**src/rtl/wrap_field_counter_pkg.sv**
```systemverilog
// Shared clock-field definitions: mode enum, field limits
// and the month-length lookup used to drive a day field's limit.
package clock_pkg;

    typedef enum logic {
        COUNT = 1'b0,
        ADJ   = 1'b1
    } mode_e;

    localparam int SEC_MAX  = 59;
    localparam int MIN_MAX  = 59;
    localparam int HOUR_MAX = 23;
    localparam int MON_MAX  = 12;
    localparam int DAY_MAX  = 31;

    // Days in a month (1..12); out-of-range months report 31.
    function automatic logic [6:0] month_days(
        input logic [3:0] month,
        input logic       leap
    );
        logic [6:0] d;
        d = 7'd31;
        case (month)
            4'd2:    d = leap ? 7'd29 : 7'd28;
            4'd4,
            4'd6,
            4'd9,
            4'd11:   d = 7'd30;
            default: d = 7'd31;
        endcase
        return d;
    endfunction

endpackage

```
**src/rtl/wrap_field_counter_bin2bcd.sv**
```systemverilog
// Combinational binary to two-digit BCD for values 0..99.
// Shared by the field counters and the year display path.
module bin2bcd #(
    parameter int WIDTH = 7
) (
    input  logic [WIDTH-1:0] bin_i,
    output logic [3:0]       tens_o,
    output logic [3:0]       ones_o
);

    logic [WIDTH-1:0] tens_w;
    logic [WIDTH-1:0] ones_w;

    // Divide by constant ten; quotient and remainder fit in a digit.
    always_comb begin
        tens_w = bin_i / WIDTH'(10);
        ones_w = bin_i % WIDTH'(10);
    end

    assign tens_o = 4'(tens_w);
    assign ones_o = 4'(ones_w);

endmodule

```
**src/rtl/wrap_field_counter.sv**
```systemverilog
// Wrap-around clock field with carry chaining, button adjust,
// synchronous load and an optional run-time upper limit.
module wrap_field_counter
    import clock_pkg::*;
#(
    parameter int WIDTH      = 7,
    parameter int MIN_VAL    = 1,
    parameter int MAX_VAL    = 12,
    parameter int RST_VAL    = 1,
    parameter bit DYN_MAX_EN = 1'b0
) (
    input  logic             clk_1Hz,
    input  logic             rst_n,
    input  logic             en_1,
    input  logic             carry_in,
    input  logic             adjust,
    input  logic             up,
    input  logic             down,
    input  logic [WIDTH-1:0] max_dyn,
    input  logic             load,
    input  logic [WIDTH-1:0] load_val,
    output logic [WIDTH-1:0] value,
    output logic [3:0]       bcd_tens,
    output logic [3:0]       bcd_ones,
    output logic             carry_out,
    output logic             at_max,
    output logic             adj_active
);

    localparam logic [WIDTH-1:0] MIN_W = WIDTH'(MIN_VAL);
    localparam logic [WIDTH-1:0] MAX_W = WIDTH'(MAX_VAL);
    localparam logic [WIDTH-1:0] RST_W = WIDTH'(RST_VAL);

    if (!(MIN_VAL <= RST_VAL && RST_VAL <= MAX_VAL &&
          MAX_VAL <= 99 && MAX_VAL < 2**WIDTH)) begin : g_bad_cfg
        $fatal(1, "wrap_field_counter: illegal MIN/RST/MAX/WIDTH");
    end

    mode_e            state_q, state_d;
    logic [WIDTH-1:0] value_q, value_d;
    logic             carry_q, carry_d;
    logic             up_q, down_q;
    logic [WIDTH-1:0] dyn_lim;
    logic [WIDTH-1:0] eff_max;
    logic [WIDTH-1:0] load_clamp;
    logic             up_p, dn_p;

    // Effective limit: static, or max_dyn kept inside the static range.
    always_comb begin
        if (max_dyn < MIN_W)
            dyn_lim = MIN_W;
        else if (max_dyn > MAX_W)
            dyn_lim = MAX_W;
        else
            dyn_lim = max_dyn;
        eff_max = DYN_MAX_EN ? dyn_lim : MAX_W;
    end

    // Loaded values are forced into the currently legal range.
    always_comb begin
        if (load_val < MIN_W)
            load_clamp = MIN_W;
        else if (load_val > eff_max)
            load_clamp = eff_max;
        else
            load_clamp = load_val;
    end

    assign up_p = up & ~up_q;
    assign dn_p = down & ~down_q;

    // Mode tracking plus one prioritised value action per cycle.
    always_comb begin
        state_d = adjust ? ADJ : COUNT;
        value_d = value_q;
        carry_d = 1'b0;
        if (load) begin
            value_d = load_clamp;
        end else if (state_q == ADJ) begin
            if (up_p && !dn_p)
                value_d = (value_q >= eff_max) ? MIN_W : value_q + 1'b1;
            else if (dn_p && !up_p)
                value_d = (value_q <= MIN_W) ? eff_max : value_q - 1'b1;
        end else if (en_1 && carry_in) begin
            if (value_q >= eff_max) begin
                value_d = MIN_W;
                carry_d = 1'b1;
            end else begin
                value_d = value_q + 1'b1;
            end
        end else if (value_q > eff_max) begin
            value_d = eff_max;
        end
    end

    // State registers; buttons reset high so a held press never steps.
    always_ff @(posedge clk_1Hz or negedge rst_n) begin
        if (!rst_n) begin
            state_q <= COUNT;
            value_q <= RST_W;
            carry_q <= 1'b0;
            up_q    <= 1'b1;
            down_q  <= 1'b1;
        end else begin
            state_q <= state_d;
            value_q <= value_d;
            carry_q <= carry_d;
            up_q    <= up;
            down_q  <= down;
        end
    end

    assign value      = value_q;
    assign carry_out  = carry_q;
    assign at_max     = (value_q == eff_max);
    assign adj_active = (state_q == ADJ);

    bin2bcd #(
        .WIDTH (WIDTH)
    ) u_bcd (
        .bin_i  (value_q),
        .tens_o (bcd_tens),
        .ones_o (bcd_ones)
    );

endmodule

```
**config.mk**
```make
export PLATFORM = sky130hd
export DESIGN_NAME = wrap_field_counter
export DESIGN_NICKNAME = d
export VERILOG_FILES = /design/src/rtl/wrap_field_counter_pkg.sv /design/src/rtl/wrap_field_counter_bin2bcd.sv /design/src/rtl/wrap_field_counter.sv
export SDC_FILE = /design/constraint.sdc
export NUM_CORES = 1
export LEC_CHECK = 0
export ABC_AREA = 1
export CAP_MARGIN = 20
export CORE_MARGIN = 2
export CORE_UTILIZATION = 25
export CTS_CLUSTER_DIAMETER = 30
export DETAILED_ROUTE_END_ITERATION = 10
export DONT_BUFFER_PORTS = 1
export SLEW_MARGIN = 10
export SYNTH_ARGS = -nofsm -noshare
export SYNTH_HDL_FRONTEND = slang
export SYNTH_HIERARCHICAL = 1
export SYNTH_SLANG_ARGS = --single-unit
```
**constraint.sdc**
```tcl
create_clock -name clk_1Hz -period 7.01 [get_ports clk_1Hz]
set_input_delay 1.402 -clock clk_1Hz [delete_from_list [all_inputs] [get_ports clk_1Hz]]
set_output_delay 1.402 -clock clk_1Hz [all_outputs]
set_load 0.02 [all_outputs]
```
==> impl_metrics.env, run 1 <==
export IMPL_power_switching_uw=296
export IMPL_clk_latency_ns=0.24
export IMPL_place_area_um2=1340
export IMPL_ant_nets=0
export IMPL_min_path_cells=2
export IMPL_crit_fanout=7
export IMPL_min_to="value[0]$_DFFE_PN1P_"
export IMPL_first_iter_violations=74
export IMPL_cts_htree_levels=1
export IMPL_final_cell_mix="nand2_1, inv_1, nor2_1, nand3_1, nand2_2"
export IMPL_hp_class="reg2reg"
export IMPL_max_freq_mhz=237
export IMPL_rows=25
export IMPL_worstMarginPinSlew_ns=0.541
export IMPL_post_place_ws_ns=3.05
export IMPL_crit_path_start="value[5]$_DFFE_PN0P_"
export IMPL_cts_root_buf="clkbuf_8"
export IMPL_status="finished, final reports clean"
export IMPL_maxSlewViolCount=0
export IMPL_cts_tree="yes"
export IMPL_relSlewSlack_pct=64.0
export IMPL_postLayoutCellArea_um2=1380
export IMPL_synth_net_count=233
export IMPL_grt_overflow=0
export IMPL_netSwitchingFraction_pct=58.2
export IMPL_worstHoldStart="value[0]$_DFFE_PN1P_"
export IMPL_yosys_register_bits=11
export IMPL_track_usage_pct=11.3
export IMPL_drc=0
export IMPL_antenna_cells=0
export IMPL_critPathKind="reg2out"
export IMPL_mostFrequentLayoutCell="nand2_1"
export IMPL_syn2layout_area_growth_pct=9.74
export IMPL_via_count=1228
export IMPL_hold_ws_ns=0.670
export IMPL_skew_ns=0.00125
export IMPL_seq_area_frac_synth_pct=22.2
export IMPL_nets=237
export IMPL_antenna_found_initial=0
export IMPL_dieArea_um2=5620
export IMPL_vias_per_cell=4.47
export IMPL_crit_path_start_kind="flop"
export IMPL_drt_pre_antenna_iters=4
export IMPL_p_leak_uw=0.000783
export IMPL_setup_viol=0
export IMPL_comb_power_share_pct=63.3
export IMPL_hold_buffers=0
export IMPL_yosys_top_cells_area="nand2_1, dfrtp_1, inv_1"
export IMPL_vdd_drop_max_mv=0.120
export IMPL_worstPathRequired_ns=5.61
export IMPL_arrival_ns=2.81
export IMPL_synth_warnings=6
export IMPL_fillCellCount=539
export IMPL_internal_power_uw=213
export IMPL_initial_core_util_pct=26.3
export IMPL_drv_cap=0
export IMPL_wl_per_cell_um=10.6
export IMPL_fin_crit_sh_pct=60.1
export IMPL_r2r_end="value[5]$_DFFE_PN0P_"
export IMPL_syn_area_per_cell_um2=6.14
export IMPL_grt_pass1_wl_mm=4.91
export IMPL_die_w_um=75.0
export IMPL_synth_top_area_share_pct=16.1
export IMPL_synthCells=205
export IMPL_dieHeight_um=75.0
export IMPL_cts_setup_buffers=0
export IMPL_ff2ff_path_depth=8
export IMPL_clock_tree_buffer_depth=2
export IMPL_regToRegSetupSlack_ns=5.15
export IMPL_postRouteWirelength_mm=2.92
export IMPL_io_buffers=0
export IMPL_r2r_start="value[0]$_DFFE_PN1P_"
export IMPL_dp_hpwl_mm=2.40
export IMPL_core_um2=4790
export IMPL_hold_viol=0
export IMPL_gp_congestion=0.783
export IMPL_timing_critical_path_to_type="output port"
export IMPL_p_clk_share_pct=12.8
export IMPL_rsz0062_at_grt="false"
export IMPL_drive_gt1_share_pct=19.2
export IMPL_power_frac_seq_pct=23.9
export IMPL_io_pins=40
export IMPL_fin_ws_ns=2.80
export IMPL_grt_pass1_vias=1104
export IMPL_min_period_ns=4.21
export IMPL_grt_max_degree=12
export IMPL_cts_buffers_inserted=3
export IMPL_synth_cell_type_count=25
export IMPL_cts_sinks=11
export IMPL_syn_area_um2=1260
export IMPL_cts_resized=0
export IMPL_powerDensity_nw_per_um2=368
export IMPL_yosysTopAreaCell="nand2_1"
export IMPL_fin_tns_setup_ns=0
export IMPL_cts_clk_slew_worst_paths_ns=0.05
export IMPL_post_route_util_pct=28.9
-- flip-flops by register name, indices dropped and copies added, names as in the netlist --
signal      count
value           7
up_q            1
adj_active      1
down_q          1
carry_out       1
-- worst max-delay path by stage --
stage | end | slack, ns | depth (start not counted)
2_1_floorplan | bcd_ones[1] | 3.30 | 17
3_3_place_gp | bcd_ones[1] | 3.10 | 17
3_5_place_dp | bcd_ones[1] | 3.05 | 17
4_1_cts | bcd_ones[1] | 2.78 | 17
5_1_grt | bcd_ones[1] | 2.55 | 17
6_report | bcd_ones[1] | 2.80 | 17
-- power by group through the flow --
stage,sequential [µW],clock [µW],combinational (µW)
3_5_place_dp,124,0,323
3_3_place_gp,124,0,317
5_1_grt,127,70.3,364
2_1_floorplan,111,0,284
6_report,122,65.1,322
4_1_cts,123,67.5,325
-- Yosys cell counts, drive strengths merged --
master	n
o22ai	1
buf	1
nor3	3
xnor2	2
ha	6
dfstp	3
a21oi	8
nand4	6
xor2	1
dfrtp	8
o21ai	8
nand2	69
inv	36
nor2	29
nand3	24
-- final cells by class --
class                      instances  area [µm²]  area share (%)
sequential                        11         279            20.2
multi-input combinational        157         835            60.4
tap                               67        83.8            6.07
clock inverter                     1        5.00           0.362
clock buffer                       3        41.3            2.99
inverter                          36         138            9.96
-- metal layers --
metal  global-route usage [%]  vias to the layer above  part of all wire, %
met5                        0                        -                    0
met4                     2.38                        0                    0
met3                     4.42                        0                  6.7
met2                     18.9                       32                   48
met1                     13.8                      545                   46
li1                         -                      651                    -
-- through the flow --
stage	total power (µW)	std cells
final	509	275
after global routing	561	275
after CTS	515	275
after detailed placement	447	271
after global placement	441	271
after floorplan	395	205
-- critical path, cell delays in order, from the launching register on --
cell and delay [ns]:
dfrtp_1 0.62, inv_2 0.11, a21oi_2 0.23, nand2_4 0.10, nand2_4 0.13, nand2_2 0.08
nand3_2 0.09, nand2_2 0.06, nand2_2 0.14, nand2_1 0.10, nand2_1 0.09, inv_1 0.05
ha_1 0.18, inv_1 0.07, nand3_2 0.11, nand3_2 0.17, nand2_1 0.07, nand2_1 0.17
-- logic make-up (layout without fill, tap and decap cells) --
family | after synthesis | after routing | synth area share, %
buf+inv | 37 | 40 | 11.5
compound gates | 17 | 17 | 7.46
fa+ha+maj | 6 | 6 | 5.96
simple gates | 131 | 131 | 50.8
flops | 11 | 11 | 22.2
xor+xnor | 3 | 3 | 2.09
No activity file was read; power rests on OpenSTA's default activity.
==> run 2: changes to the inputs <==
- clock period: 7.01 -> 3.95 ns (I/O delays scaled with it)
==> run 2 against run 1 <==
Largest cell class unchanged; first-iteration DRC count is 23% lower; worst setup slack worse by 2.4 ns; worst hold slack worse by 0.43 ns; clock power is 77% higher; critical path type unchanged.
==> impl_metrics.env, run 2 (synthesis gave the netlist of run 1 again) <==
export IMPL_status="finished, final reports clean"
export IMPL_wl_per_cell_um=10.7
export IMPL_ff2ff_path_depth=8
export IMPL_core_um2=4790
export IMPL_first_iter_violations=57
export IMPL_vias_per_cell=4.36
export IMPL_rows=25
export IMPL_cts_resized=0
export IMPL_worstPathRequired_ns=3.16
export IMPL_cts_buffers_inserted=3
export IMPL_grtUsageMet2_pct=19.0
export IMPL_multi_input_area_um2=835
export IMPL_vdd_drop_max_mv=0.231
export IMPL_cp_slowest_cell="dfrtp_1"
export IMPL_cts_setup_buffers=0
export IMPL_drive_gt1_share_pct=19.2
export IMPL_critPathKind="reg2out"
export IMPL_rsz0062_at_grt="false"
export IMPL_cts_tree="yes"
export IMPL_syn2layout_area_growth_pct=9.74
export IMPL_arrival_ns=2.81
export IMPL_use_met1_pct=13.6
export IMPL_skew_ns=0.00101
export IMPL_power_switching_uw=525
export IMPL_drc=0
export IMPL_ant_nets=0
export IMPL_grt_use_met3_pct=4.02
export IMPL_powerDensity_nw_per_um2=653
export IMPL_largest_reg_flops=7
export IMPL_relSlewSlack_pct=63.2
export IMPL_initial_core_util_pct=26.3
export IMPL_place_area_um2=1340
export IMPL_grt_pass1_vias=1061
export IMPL_worstPathCellList="inv_2 -> a21oi_2 -> nand2_4 -> nand2_4 -> nand2_2 -> nand3_2 -> nand2_2 -> nand2_2 -> nand2_1 -> nand2_1 -> inv_1 -> ha_1 -> inv_1 -> nand3_2 -> nand3_2 -> nand2_1 -> nand2_1"
export IMPL_p_leak_uw=0.000783
export IMPL_busiest_layer="met2"
export IMPL_grt_pass1_wl_mm=4.78
export IMPL_io_pins=40
export IMPL_cts_clk_slew_worst_paths_ns=0.05
export IMPL_timing_critical_path_to_type="output port"
export IMPL_io_buffers=0
export IMPL_hold_viol=0
export IMPL_regToRegSetupSlack_ns=2.10
export IMPL_die_w_um=75.0
export IMPL_antenna_found_initial=0
export IMPL_dieHeight_um=75.0
export IMPL_drv_cap=0
export IMPL_fillCellCount=547
export IMPL_grt_max_degree=12
export IMPL_dp_hpwl_mm=2.42
export IMPL_fin_crit_sh_pct=91.2
export IMPL_final_cell_mix="nand2_1, inv_1, nor2_1, nand3_1, nand2_2"
export IMPL_clk_latency_ns=0.24
export IMPL_hp_class="in2async"
export IMPL_nets=237
export IMPL_internal_power_uw=377
export IMPL_min_period_ns=3.60
export IMPL_mostFrequentLayoutCell="nand2_1"
export IMPL_postLayoutCellArea_um2=1380
export IMPL_dieArea_um2=5620
export IMPL_worstMarginPinSlew_ns=0.552
export IMPL_drt_pre_antenna_iters=4
export IMPL_hold_ws_ns=0.240
export IMPL_hold_buffers=0
export IMPL_crit_path_start_kind="flop"
export IMPL_cts_sinks=11
export IMPL_postRouteWirelength_mm=2.94
export IMPL_cts_htree_levels=1
export IMPL_crit_fanout=6
export IMPL_track_usage_pct=11.1
export IMPL_via_count=1199
export IMPL_p_clk_share_pct=12.8
export IMPL_gp_congestion=0.783
export IMPL_clock_tree_buffer_depth=2
export IMPL_final_seq_area_um2=279
export IMPL_slowest_delay_ns=0.59
export IMPL_cts_root_buf="clkbuf_8"
export IMPL_fin_tns_setup_ns=0
export IMPL_grt_overflow=0
export IMPL_crit_top_cell="nand2_1"
export IMPL_setup_viol=0
export IMPL_max_freq_mhz=278
export IMPL_power_frac_seq_pct=24.1
export IMPL_netSwitchingFraction_pct=58.2
export IMPL_antenna_cells=0
export IMPL_comb_power_share_pct=63.1
export IMPL_maxSlewViolCount=0
-- run 2: cell counts in the layout (fill, tap and decap cells not counted) --
No cell type changed its count.
-- run 2: metal layers --
metal | routed length [µm] | up-vias
met2 | 1400 | 22
met4 | 11 | 0
met3 | 168 | 2
met5 | 0 | -
met1 | 1360 | 524
li1 | - | 651
-- run 2: path summary, 6_finish.rpt --
kind	startpoint	endpoint
setup / recovery	value[4]$_DFFE_PN0P_	bcd_ones[1]
hold / removal	rst_n	value[4]$_DFFE_PN0P_
setup reg to reg	value[0]$_DFFE_PN1P_	value[5]$_DFFE_PN0P_
hold reg to reg	value[0]$_DFFE_PN1P_	value[0]$_DFFE_PN1P_
max in group asynchronous	rst_n	up_q$_DFF_PN1_
min in group clk_1Hz	up	up_q$_DFF_PN1_
-- run 2: layout make-up --
type / count / area share (%)
Tap cell: 67 / 6.07
Clock inverter: 1 / 0.362
Sequential cell: 11 / 20.2
Inverter: 36 / 9.96
Clock buffer: 3 / 2.99
Multi-Input combinational cell: 157 / 60.4
-- run 2: worst max-delay path: cells and delay by family, from the launching register on --
family | cells | cell delay, ns
flops | 1 | 0.59
simple gates | 12 | 1.33
buf+inv | 3 | 0.23
compound gates | 1 | 0.25
fa+ha+maj | 1 | 0.18
-- run 2: power groups by stage --
stage                     clock, µW  sequential, µW  combinational [µW]
final                           115             217                 569
after floorplan                   0             197                 504
after global routing            123             225                 649
after CTS                       119             219                 575
after detailed placement          0             221                 572
after global placement            0             220                 562
-- run 2: stage by stage --
stage	total power [µW]	utilization [%]	cells	worst slack (ns)
after detailed placement	793	27.9	271	0.595
after global routing	997	28.9	275	0.0907
after CTS	913	28.9	275	0.331
final	902	28.9	275	0.349
after global placement	782	27.9	271	0.648
after floorplan	701	-	205	0.857
==> run 3: changes to the inputs <==
- GPL_ROUTABILITY_DRIVEN: not set -> 0
==> results of run 3 <==
Same layout as run 2: the final DEF is identical, and so are final timing and power.
